===== src/rtl/add_seq_pkg.sv =====
// Shared definitions for the sequential slice adder: slice width and the
// controller state encoding.
package add_seq_pkg;

    localparam int SLICE_W = 8;

    typedef enum logic [1:0] {
        IDLE = 2'd0,
        RUN  = 2'd1,
        DONE = 2'd2
    } state_t;

endpackage


===== src/rtl/add_slice8.sv =====
// Combinational 8-bit adder slice with carry in and carry out. The controller
// reuses a single instance for every slice of an operation.
module add_slice8 (
    input  logic [7:0] i_a,
    input  logic [7:0] i_b,
    input  logic       i_cin,
    output logic [7:0] o_s,
    output logic       o_cout
);

    logic [8:0] w_full;

    // Full 9-bit sum; the top bit becomes the slice carry out.
    always_comb begin
        w_full = {1'b0, i_a} + {1'b0, i_b} + {8'd0, i_cin};
        o_s    = w_full[7:0];
        o_cout = w_full[8];
    end

endmodule


===== src/rtl/add_seq_ctrl.sv =====
// Sequential multi-slice adder controller. Operands are latched when start is
// accepted in IDLE, then one 8-bit slice is added per cycle through a shared
// add_slice8 instance. sum/cout are registered and change only when the
// result is complete; done pulses for exactly one cycle.
//
// Optional feature: define ADD_SEQ_SUB_EN to add the sub input. With sub=1
// latched at start, the operation is A + ~B + 1 (cin ignored) and cout=1
// means "no borrow". Without the macro the block is an adder only.
//
// Handshake: start is a request level sampled only in IDLE; it is ignored
// (not queued) while busy. done is the single-cycle completion strobe and
// sum/cout are valid from that cycle until the next completion or reset.
module add_seq_ctrl
    import add_seq_pkg::*;
#(
    parameter int NUM_SLICES = 4
) (
    input  logic                          clk,
    input  logic                          rst,
    input  logic                          start,
    input  logic [SLICE_W*NUM_SLICES-1:0] din_a,
    input  logic [SLICE_W*NUM_SLICES-1:0] din_b,
    input  logic                          cin,
`ifdef ADD_SEQ_SUB_EN
    input  logic                          sub,
`endif
    output logic                          busy,
    output logic                          done,
    output logic [SLICE_W*NUM_SLICES-1:0] sum,
    output logic                          cout,
    output state_t                        o_dbg_state
);

    localparam int W     = SLICE_W * NUM_SLICES;
    localparam int IDX_W = (NUM_SLICES > 1) ? $clog2(NUM_SLICES) : 1;
    localparam logic [IDX_W-1:0] LAST_IDX = IDX_W'(NUM_SLICES - 1);

    state_t           r_state;
    logic [IDX_W-1:0] r_idx;
    logic [W-1:0]     r_a;
    logic [W-1:0]     r_b;
    logic             r_cin;
    logic [W-1:0]     r_acc;
    logic             r_carry;
    logic [W-1:0]     r_sum;
    logic             r_cout;
    logic             r_busy;
    logic             r_done;

    logic [W-1:0]       w_b_eff;
    logic               w_cin_eff;
    logic [SLICE_W-1:0] w_slice_a;
    logic [SLICE_W-1:0] w_slice_b;
    logic [SLICE_W-1:0] w_slice_s;
    logic               w_slice_cin;
    logic               w_slice_cout;
    logic [W-1:0]       w_acc_next;

    // Operand conditioning at latch time: subtraction becomes A + ~B + 1.
    always_comb begin
`ifdef ADD_SEQ_SUB_EN
        w_b_eff   = sub ? ~din_b : din_b;
        w_cin_eff = sub ? 1'b1 : cin;
`else
        w_b_eff   = din_b;
        w_cin_eff = cin;
`endif
    end

    // Select the current slice and fold its result into the accumulator.
    always_comb begin
        w_slice_a   = r_a[r_idx*SLICE_W +: SLICE_W];
        w_slice_b   = r_b[r_idx*SLICE_W +: SLICE_W];
        w_slice_cin = (r_idx == '0) ? r_cin : r_carry;
        w_acc_next  = r_acc;
        w_acc_next[r_idx*SLICE_W +: SLICE_W] = w_slice_s;
    end

    add_slice8 u_slice (
        .i_a    (w_slice_a),
        .i_b    (w_slice_b),
        .i_cin  (w_slice_cin),
        .o_s    (w_slice_s),
        .o_cout (w_slice_cout)
    );

    // Controller FSM with registered busy/done/sum/cout.
    always_ff @(posedge clk) begin
        if (rst) begin
            r_state <= IDLE;
            r_idx   <= '0;
            r_a     <= '0;
            r_b     <= '0;
            r_cin   <= 1'b0;
            r_acc   <= '0;
            r_carry <= 1'b0;
            r_sum   <= '0;
            r_cout  <= 1'b0;
            r_busy  <= 1'b0;
            r_done  <= 1'b0;
        end else begin
            case (r_state)
                IDLE: begin
                    r_done <= 1'b0;
                    if (start) begin
                        r_a     <= din_a;
                        r_b     <= w_b_eff;
                        r_cin   <= w_cin_eff;
                        r_idx   <= '0;
                        r_busy  <= 1'b1;
                        r_state <= RUN;
                    end
                end
                RUN: begin
                    r_acc   <= w_acc_next;
                    r_carry <= w_slice_cout;
                    if (r_idx == LAST_IDX) begin
                        r_sum   <= w_acc_next;
                        r_cout  <= w_slice_cout;
                        r_done  <= 1'b1;
                        r_state <= DONE;
                    end else begin
                        r_idx <= r_idx + 1'b1;
                    end
                end
                DONE: begin
                    r_done  <= 1'b0;
                    r_busy  <= 1'b0;
                    r_idx   <= '0;
                    r_state <= IDLE;
                end
                default: begin
                    r_done  <= 1'b0;
                    r_busy  <= 1'b0;
                    r_state <= IDLE;
                end
            endcase
        end
    end

    assign busy        = r_busy;
    assign done        = r_done;
    assign sum         = r_sum;
    assign cout        = r_cout;
    assign o_dbg_state = r_state;

endmodule


===== config.mk =====
export PLATFORM = sky130hd
export DESIGN_NAME = add_seq_ctrl
export DESIGN_NICKNAME = d
export VERILOG_FILES = /design/src/rtl/add_seq_pkg.sv /design/src/rtl/add_slice8.sv /design/src/rtl/add_seq_ctrl.sv
export SDC_FILE = /design/constraint.sdc
export NUM_CORES = 1
export LEC_CHECK = 0
export CORE_ASPECT_RATIO = 0.9
export CORE_MARGIN = 3
export CORE_UTILIZATION = 54
export CTS_BUF_LIST = sky130_fd_sc_hd__clkbuf_4 sky130_fd_sc_hd__clkbuf_8
export DETAILED_ROUTE_END_ITERATION = 7
export PLACE_DENSITY = 0.82
export SKIP_LAST_GASP = 1
export SLEW_MARGIN = 20
export SYNTH_ARGS = -nofsm -noshare
export SYNTH_HDL_FRONTEND = slang
export SYNTH_HIERARCHICAL = 1
export SYNTH_SLANG_ARGS = --single-unit

===== constraint.sdc =====
create_clock -name clk -period 4.3 [get_ports clk]
set_input_delay 1.29 -clock clk [delete_from_list [all_inputs] [get_ports clk]]
set_output_delay 1.29 -clock clk [all_outputs]
set_load 0.01 [all_outputs]

==> results of run 1 <==
## metrics by stage
stage               total power [mW]   util  instance area, µm²  worst slack [ns]
floorplan                       1.51      -                5530             0.863
global placement                1.63  0.669                6570             0.944
detailed placement              1.65  0.669                6570             0.765
CTS                             2.57  0.706                6940             0.735
global route                    2.66  0.706                6940             0.416
finish                          2.57  0.706                6940             0.683
## state kept, by name, summed over array words and instances (netlist names)
| register | flops |
|---|---|
| r_a | 32 |
| r_b | 32 |
| sum | 32 |
| r_acc | 24 |
| o_dbg_state | 2 |
| r_idx | 2 |
| busy | 1 |
| cout | 1 |
| done | 1 |
| r_carry | 1 |
| r_cin | 1 |
## path summary, 6_finish.rpt
path | from | endpoint | slack (ns) | depth (start not counted)
max | r_idx[0] | sum[22] | 0.68 | 11
min reg2reg | sum[26] | sum[26] | 0.46 | 2
max reg2reg | r_idx[0] | sum[22] | 0.68 | 11
min | sum[26] | sum[26] | 0.46 | 2
## Yosys cell counts, types with 2 or more instances
| cell | n |
|---|---|
| inv_1 | 6 |
| a21oi_1 | 101 |
| nand2_1 | 145 |
| fa_1 | 2 |
| o21a_1 | 2 |
| a22o_1 | 14 |
| nor2_1 | 39 |
| a32oi_1 | 8 |
| clkinv_1 | 2 |
| buf_4 | 2 |
| nand3b_1 | 3 |
| a21o_1 | 2 |
| nand3_1 | 26 |
| buf_2 | 26 |
| o21ai_0 | 3 |
| xnor2_1 | 2 |
| a211oi_1 | 14 |
| and4b_1 | 2 |
| buf_1 | 4 |
| mux4_2 | 16 |
| nor4b_1 | 2 |
| nor2b_1 | 4 |
| clkbuf_1 | 18 |
| a221oi_1 | 12 |
| dfxtp_1 | 129 |
| ha_1 | 12 |
| a311o_1 | 2 |
| nor3_1 | 14 |
| xor2_1 | 2 |
## worst max-delay path, stage by stage (launching register included)
cell and delay [ns]:
dfxtp_1 0.52, buf_4 0.29, mux4_2 0.54, fa_1 0.48, fa_1 0.43, a21oi_1 0.21
nor2_1 0.07, nor2_1 0.16, xnor2_1 0.15, and2_1 0.22, a221oi_1 0.32, nor3_1 0.09
## layout make-up
class,instances,area share
flip-flops and latches,129,0.372
well taps,126,0.0227
clock buffers,19,0.0377
clock inverters,13,0.0152
repair buffers,114,0.161
multi-input cells,441,0.387
inverters,9,0.00487
## power by group through the flow
stage | logic [mW] | clock network, mW | registers, mW
detailed placement | 0.351 | 0 | 1.29
CTS | 0.352 | 0.954 | 1.27
global placement | 0.338 | 0 | 1.29
finish | 0.358 | 0.939 | 1.27
global route | 0.389 | 0.999 | 1.27
floorplan | 0.227 | 0 | 1.28
## cells in the final DEF, fill, tap and decap left out, types with 3 or more instances in the layout
cell             count
a211oi_1            14
a21oi_1            101
a221oi_1            12
a22o_1              14
a32oi_1              8
buf_4               11
clkbuf_8            19
clkdlybuf4s50_1    103
clkinv_4             5
clkinvlp_4           4
dfxtp_1            129
ha_1                12
inv_1                6
inv_6                3
mux4_2              16
nand2_1            145
nand3_1             26
nand3b_1             3
nor2_1              39
nor2b_1              4
nor3_1              14
o21ai_0              3
## cells by family (layout without fill, tap and decap cells)
| group | after synthesis | in the layout | share of synthesized area |
|---|---|---|---|
| AND/OR/NAND/NOR | 245 | 245 | 0.195 |
| multiplexers | 18 | 18 | 0.0690 |
| XOR/XNOR | 4 | 4 | 0.00633 |
| AO/OA/AOI/OAI | 160 | 160 | 0.179 |
| flip-flops | 129 | 129 | 0.467 |
| adder cells (fa/ha/maj) | 14 | 14 | 0.0344 |
| buffers and inverters | 60 | 155 | 0.0493 |
## routing by layer
metal | global-route usage | up-vias
met5 | 0 | -
met4 | 0.108 | 0
met3 | 0.0681 | 30
met2 | 0.415 | 243
met1 | 0.312 | 2383
li1 | - | 2381
==> impl_metrics.env, run 1 <==
export IMPL_critPathLaunchType="flop"
export IMPL_synth_async_sr_flop_share=0
export IMPL_grt_use_total=0.251
export IMPL_dp_cells=819
export IMPL_post_cts_setup_buffer_count=0
export IMPL_rows=34
export IMPL_synth_distinct_cells=45
export IMPL_clock_latency_ns=0.44
export IMPL_worstPathArrival_ns=3.93
export IMPL_drtIter0Drc=441
export IMPL_portBuffers=104
export IMPL_fin_crit_ns=3.62
export IMPL_p_sw_frac=0.289
export IMPL_stdcell_count=851
export IMPL_relSlewSlack=0.321
export IMPL_grt_pass1_wl_mm=23.2
export IMPL_cts_clk_slew_worst_paths_ns=0.08
export IMPL_p_per_area_nw_per_um2=370
export IMPL_ir_drop_mv=0.228
export IMPL_antenna_cells=0
export IMPL_dr_wl_met3_mm=1.19
export IMPL_clockBufferDepth=2
export IMPL_die_w_um=113
export IMPL_synth_area_leaders="dfxtp_1 (47%), nand2_1 (9.8%), a21oi_1 (9.1%)"
export IMPL_fin_nets=794
export IMPL_hold_buffers=0
export IMPL_synth_warnings=6
export IMPL_crit_required_ns=4.61
export IMPL_m1WireLength_mm=5.88
export IMPL_place_gp_congestion=0.831
export IMPL_dr_pass1_iters=5
export IMPL_hpwl_mm=10.1
export IMPL_cp_max_fo=9
export IMPL_drive_gt1_frac=0.0897
export IMPL_regArea_um2=2580
export IMPL_min_path_type="reg2reg"
export IMPL_synth_edff_count=0
export IMPL_postSynthCellCount=630
export IMPL_grt_max_degree=75
export IMPL_synth_top_area_cell="dfxtp_1"
export IMPL_cts_sinks=129
export IMPL_p_comb_frac=0.140
export IMPL_syn2layout_area_growth_pct=25.4
export IMPL_fmax_ghz=0.276
export IMPL_power_leakage_nw=2.52
export IMPL_tightest_slew_ns=1.02
export IMPL_cts_root_buf="clkbuf_8"
export IMPL_chipHeight_um=102
export IMPL_yosys_register_bits=129
export IMPL_fin_skew_ns=0.0139
export IMPL_vias_per_cell=5.92
export IMPL_status="complete, no violations"
export IMPL_max_cap_viol_count=0
export IMPL_wl_per_cell_um=16.9
export IMPL_initial_core_util=0.563
export IMPL_dieArea_um2=11500
export IMPL_grt_pass1_vias=4923
export IMPL_synth_top_area_frac=0.467
export IMPL_rsz0062_at_grt="no"
export IMPL_synth_flop_cell="dfxtp_1"
export IMPL_pwr_share_seq=0.494
export IMPL_fillers=757
export IMPL_synth_area_per_cell_um2=8.78
export IMPL_critPathKind="reg2reg"
export IMPL_met2_length_mm=7.01
export IMPL_finalSetupTns_ns=0
export IMPL_drc_errors=0
export IMPL_final_hold_violation_count=0
export IMPL_vias=5037
export IMPL_core_um2=9830
export IMPL_grt_overflow_total=0
export IMPL_whs_ns=0.456
export IMPL_topRoutingLayerUsed="met4"
export IMPL_intPower_mw=1.82
export IMPL_cts_tree="yes"
export IMPL_cts_htree_levels=4
export IMPL_slew_violations=0
export IMPL_ys_seq_area_frac=0.467
export IMPL_drt_total_wl_mm=14.4
export IMPL_finalSetupViolations=0
export IMPL_antenna_found_initial=0
export IMPL_ioPinCount=105
export IMPL_numCtsBuffers=17
export IMPL_cp_end_kind="flop"
export IMPL_multi_input_area_um2=2680
export IMPL_synth_nets=712
export IMPL_ant_nets=0
export IMPL_fin_crit_sh=0.841
export IMPL_power_switching_mw=0.742
export IMPL_post_cts_resized=0
export IMPL_synthesis_area_um2=5530
export IMPL_clkPwrFrac=0.366
Note: power is estimated with default switching activity, not from simulation.
==> run 2: changes to the inputs <==
==> constraint.sdc (replaced) <==
create_clock -name clk -period 3.4 [get_ports clk]
set_input_delay 1.02 -clock clk [delete_from_list [all_inputs] [get_ports clk]]
set_output_delay 1.02 -clock clk [all_outputs]
set_load 0.01 [all_outputs]
==> impl_metrics.env, run 2 (synthesis gave the netlist of run 1 again) <==
export IMPL_cts_clk_slew_worst_paths_ns=0.07
export IMPL_regArea_um2=2580
export IMPL_fin_nets=801
export IMPL_vias=5015
export IMPL_grt_max_degree=67
export IMPL_crit_path_top_delay_cell="fa_1"
export IMPL_ioPinCount=105
export IMPL_hold_end="r_a[31]"
export IMPL_power_leakage_nw=2.57
export IMPL_critPathTopFamily="adder cells"
export IMPL_status="complete, no violations"
export IMPL_wl_per_cell_um=17.0
export IMPL_syn2layout_area_growth_pct=26.7
export IMPL_min_from="r_a[31]"
export IMPL_slew_violations=0
export IMPL_tightest_slew_ns=0.887
export IMPL_critPathKind="reg2reg"
export IMPL_fmax_ghz=0.315
export IMPL_fin_crit_sh=0.933
export IMPL_grt_pass1_vias=4975
export IMPL_r2r_start="r_idx[1]"
export IMPL_chipHeight_um=102
export IMPL_fin_crit_ns=3.17
export IMPL_relSlewSlack=0.407
export IMPL_cts_tree="yes"
export IMPL_worstPathArrival_ns=3.46
export IMPL_dp_slack_ns=0.218
export IMPL_core_um2=9830
export IMPL_drc_errors=0
export IMPL_cts_sinks=129
export IMPL_clockBufferDepth=2
export IMPL_hold_buffers=0
export IMPL_p_sw_frac=0.262
export IMPL_holdPathStages=2
export IMPL_dieArea_um2=11500
export IMPL_vias_per_cell=5.85
export IMPL_finalSetupTns_ns=0
export IMPL_numCtsBuffers=17
export IMPL_cts_htree_levels=4
export IMPL_reg2reg_depth=11
export IMPL_die_w_um=113
export IMPL_cp_max_fo=12
export IMPL_rsz0062_at_grt="no"
export IMPL_stdcell_count=857
export IMPL_p_comb_frac=0.141
export IMPL_drtIter0Drc=444
export IMPL_final_common_cell="nand2_1"
export IMPL_cts_root_buf="clkbuf_8"
export IMPL_clock_latency_ns=0.42
export IMPL_fin_util=0.713
export IMPL_portBuffers=104
export IMPL_grt_overflow_total=0
export IMPL_pwr_share_seq=0.482
export IMPL_cp_end_kind="flop"
export IMPL_fin_skew_ns=0.0121
export IMPL_p_per_area_nw_per_um2=475
export IMPL_initial_core_util=0.563
export IMPL_final_hold_violation_count=0
export IMPL_use_met3=0.0527
export IMPL_whs_ns=0.455
export IMPL_crit_path_cell_trace="buf_4 -> mux4_2 -> fa_1 -> fa_1 -> a21oi_1 -> nor2_1 -> nor2_1 -> xnor2_1 -> and2_1 -> a221oi_1 -> nor3_1"
export IMPL_place_gp_congestion=0.853
export IMPL_ir_drop_mv=0.271
export IMPL_rows=34
export IMPL_multi_input_area_um2=2680
export IMPL_grt_met2_usage=0.437
export IMPL_power_switching_mw=0.874
export IMPL_crit_required_ns=3.69
export IMPL_antenna_found_initial=0
export IMPL_intPower_mw=2.46
export IMPL_use_met1=0.322
export IMPL_drt_total_wl_mm=14.6
export IMPL_grt_use_total=0.256
export IMPL_final_cell_mix="nand2_1 (145), dfxtp_1 (128), clkdlybuf4s50_1 (103)"
export IMPL_r2r_slack_ns=0.23
export IMPL_ant_nets=0
export IMPL_r2r_end="sum[22]"
export IMPL_busiest_layer="met2"
export IMPL_max_cap_viol_count=0
export IMPL_grt_pass1_wl_mm=23.7
export IMPL_crit_buf_inv=1
export IMPL_critPathLaunchType="flop"
export IMPL_fillers=754
export IMPL_drive_gt1_frac=0.0985
export IMPL_hpwl_mm=10.3
export IMPL_clkPwrFrac=0.377
export IMPL_fin_ws_ns=0.227
export IMPL_dp_cells=826
export IMPL_min_path_type="reg2reg"
export IMPL_finalSetupViolations=0
export IMPL_dr_pass1_iters=5
export IMPL_antenna_cells=0
export IMPL_max_stage_delay_ns=0.46
run 2: how the worst max path moves through the flow:
stage / from / end / slack (ns) / cells after the start
6_report: r_idx[1] / sum[22] / 0.23 / 11
5_1_grt: r_idx[1] / sum[22] / 0.03 / 11
4_1_cts: r_idx[0] / sum[23] / 0.20 / 9
3_5_place_dp: r_idx[0] / sum[22] / 0.22 / 12
3_3_place_gp: r_idx[0] / sum[6] / 0.33 / 9
2_1_floorplan: r_idx[1] / sum[22] / 0.1 / 14
run 2: stage by stage:
| step | total power [mW] | area [µm²] |
|---|---|---|
| after global placement | 2.08 | 6620 |
| final | 3.33 | 7010 |
| after floorplan | 1.91 | 5530 |
| after global routing | 3.46 | 7010 |
| after CTS | 3.34 | 7010 |
| after detailed placement | 2.09 | 6620 |
run 2: metal layers:
layer / share of wire / up-vias
met4: 0.023 / 0
met3: 0.071 / 36
met2: 0.50 / 216
met5: 0 / -
met1: 0.41 / 2375
li1: - / 2388
run 2: cell type report:
type	instances	share of cell area
clock buffer	21	0.0386
clock inverter	10	0.0161
inverter	9	0.00482
multi-input combinational	441	0.383
sequential	129	0.369
tap	126	0.0225
timing repair buffer	121	0.167
run 2: what timing repair did:
| item | in CTS | in global routing |
|---|---|---|
| setup endpoints to repair | 0 | 5 |
| hold endpoints to repair | 0 | 0 |
| gates resized for setup | 0 | 2 |
| setup buffers | 0 | 0 |
run 2: worst reg2reg max path, delay by kind of cell (launching register included):
family / cells / cell delay [ns]
flip-flops: 1 / 0.39
multiplexers: 1 / 0.35
AO/OA/AOI/OAI: 2 / 0.54
adder cells (fa/ha/maj): 2 / 0.88
AND/OR/NAND/NOR: 4 / 0.50
buffers and inverters: 1 / 0.24
XOR/XNOR: 1 / 0.14
run 2: power by group through the flow:
stage	clock [mW]	sequential, mW	combinational (mW)
4_1_cts	1.27	1.60	0.461
3_5_place_dp	0	1.64	0.456
5_1_grt	1.34	1.61	0.510
3_3_place_gp	0	1.63	0.444
2_1_floorplan	0	1.62	0.287
6_report	1.26	1.61	0.469
==> run 3: changes to the inputs <==
--- a/config.mk
+++ b/config.mk
@@ -7,12 +7,11 @@
 export LEC_CHECK = 0
 export CORE_ASPECT_RATIO = 0.9
 export CORE_MARGIN = 3
-export CORE_UTILIZATION = 54
+export CORE_UTILIZATION = 56
 export CTS_BUF_LIST = sky130_fd_sc_hd__clkbuf_4 sky130_fd_sc_hd__clkbuf_8
 export DETAILED_ROUTE_END_ITERATION = 7
-export PLACE_DENSITY = 0.82
+export PLACE_DENSITY = 0.83
 export SKIP_LAST_GASP = 1
-export SLEW_MARGIN = 20
 export SYNTH_ARGS = -nofsm -noshare
 export SYNTH_HDL_FRONTEND = slang
 export SYNTH_HIERARCHICAL = 1
==> constraint.sdc (replaced) <==
create_clock -name clk -period 4.1 [get_ports clk]
set_input_delay 1.23 -clock clk [delete_from_list [all_inputs] [get_ports clk]]
set_output_delay 1.23 -clock clk [all_outputs]
set_load 0.01 [all_outputs]
==> impl_metrics.env, run 3 (synthesis gave the netlist of run 1 again) <==
export IMPL_cp_end_kind="flop"
export IMPL_drc_errors=0
export IMPL_cts_htree_levels=4
export IMPL_grt_pass1_wl_mm=23.2
export IMPL_drt_total_wl_mm=14.5
export IMPL_core_um2=9370
export IMPL_hpwl_mm=9.88
export IMPL_critPathLaunchType="flop"
export IMPL_initial_core_util=0.590
export IMPL_numCtsBuffers=17
export IMPL_finalSetupViolations=0
export IMPL_intPower_mw=2.11
export IMPL_fin_nets=794
export IMPL_ir_drop_mv=0.310
export IMPL_finalSetupTns_ns=0
export IMPL_holdPathStages=2
export IMPL_vias_per_cell=5.98
export IMPL_critical_path_most_common_cell="buf_4"
export IMPL_place_gp_congestion=0.862
export IMPL_chipHeight_um=100
export IMPL_tightest_slew_ns=1.09
export IMPL_critPathKind="reg2reg"
export IMPL_die_w_um=111
export IMPL_vias=5055
export IMPL_final_cell_mix="nand2_1 (145), dfxtp_1 (129), clkdlybuf4s50_1 (103)"
export IMPL_crit_path_top_delay_cell="mux4_2"
export IMPL_worstPathArrival_ns=3.87
export IMPL_wl_per_cell_um=17.2
export IMPL_p_sw_frac=0.251
export IMPL_clock_latency_ns=0.44
export IMPL_crit_end="sum[23]"
export IMPL_ioPinCount=105
export IMPL_grt_max_degree=68
export IMPL_fin_crit_sh=0.858
export IMPL_cp_depth=10
export IMPL_dr_pass1_iters=6
export IMPL_power_leakage_nw=2.55
export IMPL_grt_use_total=0.261
export IMPL_cp_max_fo=11
export IMPL_crit_buf_inv=2
export IMPL_drtIter0Drc=539
export IMPL_reg2reg_depth=10
export IMPL_fmax_ghz=0.284
export IMPL_portBuffers=104
export IMPL_cts_sinks=129
export IMPL_final_common_cell="nand2_1"
export IMPL_antenna_found_initial=0
export IMPL_antenna_cells=0
export IMPL_r2r_end="sum[23]"
export IMPL_slew_violations=0
export IMPL_grt_pass1_vias=4755
export IMPL_dieArea_um2=11100
export IMPL_final_hold_violation_count=0
export IMPL_drive_gt1_frac=0.0871
export IMPL_syn2layout_area_growth_pct=26.1
export IMPL_hold_buffers=0
export IMPL_pwr_share_seq=0.473
export IMPL_cts_tree="yes"
export IMPL_startpoint="r_idx[0]"
export IMPL_post_cts_resized=0
export IMPL_post_cts_setup_buffer_count=0
export IMPL_clkPwrFrac=0.392
export IMPL_power_switching_mw=0.707
export IMPL_grt_overflow_total=0
export IMPL_power_total_mw=2.82
export IMPL_min_path_type="reg2reg"
export IMPL_crit_required_ns=4.45
export IMPL_rsz0062_at_grt="no"
export IMPL_r2r_slack_ns=0.58
export IMPL_clockBufferDepth=2
export IMPL_fin_crit_ns=3.52
export IMPL_p_per_area_nw_per_um2=404
export IMPL_cts_clk_slew_worst_paths_ns=0.07
export IMPL_p_comb_frac=0.135
export IMPL_r2r_start="r_idx[0]"
export IMPL_crit_path_cell_trace="buf_4 -> buf_4 -> mux4_2 -> ha_1 -> a21o_1 -> a2111oi_0 -> mux2i_1 -> nand2_1 -> nand3_1 -> a211oi_1"
export IMPL_status="complete, no violations"
export IMPL_ant_nets=0
export IMPL_rows=33
export IMPL_cts_root_buf="clkbuf_8"
export IMPL_max_stage_delay_ns=0.53
export IMPL_fin_skew_ns=0.00809
export IMPL_critPathTopFamily="compound AO/OA/AOI/OAI gates"
export IMPL_max_cap_viol_count=0
export IMPL_relSlewSlack=0.270
==> run 3: cell count changes in the layout (fill, tap and decap cells not counted) <==
cell | previous run | this run
clkbuf_8 | 18 | 23
dfxtp_2 | 1 | 0
dfxtp_1 | 128 | 129
clkinv_4 | 2 | 0
clkinvlp_4 | 2 | 1
buf_4 | 17 | 11
buf_6 | 1 | 0
clkinv_2 | 4 | 1
==> run 3: power groups by stage <==
stage | Clock (mW) | Combinational [mW] | Sequential [mW]
2_1_floorplan | 0 | 0.238 | 1.35
3_3_place_gp | 0 | 0.357 | 1.36
3_5_place_dp | 0 | 0.370 | 1.36
4_1_cts | 1.12 | 0.371 | 1.33
5_1_grt | 1.18 | 0.406 | 1.33
6_report | 1.10 | 0.380 | 1.33
==> run 3: worst min path at each step <==
stage | start | to | slack, ns
2_1_floorplan | r_cin | r_cin | 0.43
3_3_place_gp | r_b[29] | r_b[29] | 0.44
3_5_place_dp | r_a[20] | r_a[20] | 0.45
4_1_cts | sum[30] | sum[30] | 0.45
5_1_grt | r_a[27] | r_a[27] | 0.47
6_report | r_a[20] | r_a[20] | 0.45
==> run 3: final cells by class <==
| cell class | instances | area, µm² |
|---|---|---|
| repair buffers | 114 | 1110 |
| well taps | 122 | 153 |
| flip-flops and latches | 129 | 2580 |
| clock buffers | 26 | 339 |
| fillers | 667 | 2400 |
| inverters | 9 | 33.8 |
| multi-input cells | 441 | 2680 |
| clock inverters | 4 | 72.6 |
==> run 3: metal layers <==
| layer | GRT usage | wire [µm] |
|---|---|---|
| met4 | 0.0994 | 341 |
| met5 | 0 | 0 |
| met2 | 0.413 | 6790 |
| met1 | 0.350 | 6070 |
| met3 | 0.0627 | 1300 |
==> run 3: tightest hold or removal path, delay by kind of cell (launching register included) <==
family           cells  cell delay (ns)
flip-flops           1             0.31
AND/OR/NAND/NOR      1             0.05
AO/OA/AOI/OAI        1             0.05
==> run 3: through the flow <==
step | instance area, µm² | hold WS, ns | std cells | setup slack [ns] | utilization
floorplan | 5530 | 0.433 | 630 | 0.663 | -
global placement | 6570 | 0.441 | 815 | 0.752 | 0.700
detailed placement | 6570 | 0.445 | 815 | 0.663 | 0.700
CTS | 6980 | 0.455 | 845 | 0.654 | 0.744
global route | 6980 | 0.468 | 845 | 0.364 | 0.744
finish | 6980 | 0.452 | 845 | 0.584 | 0.744
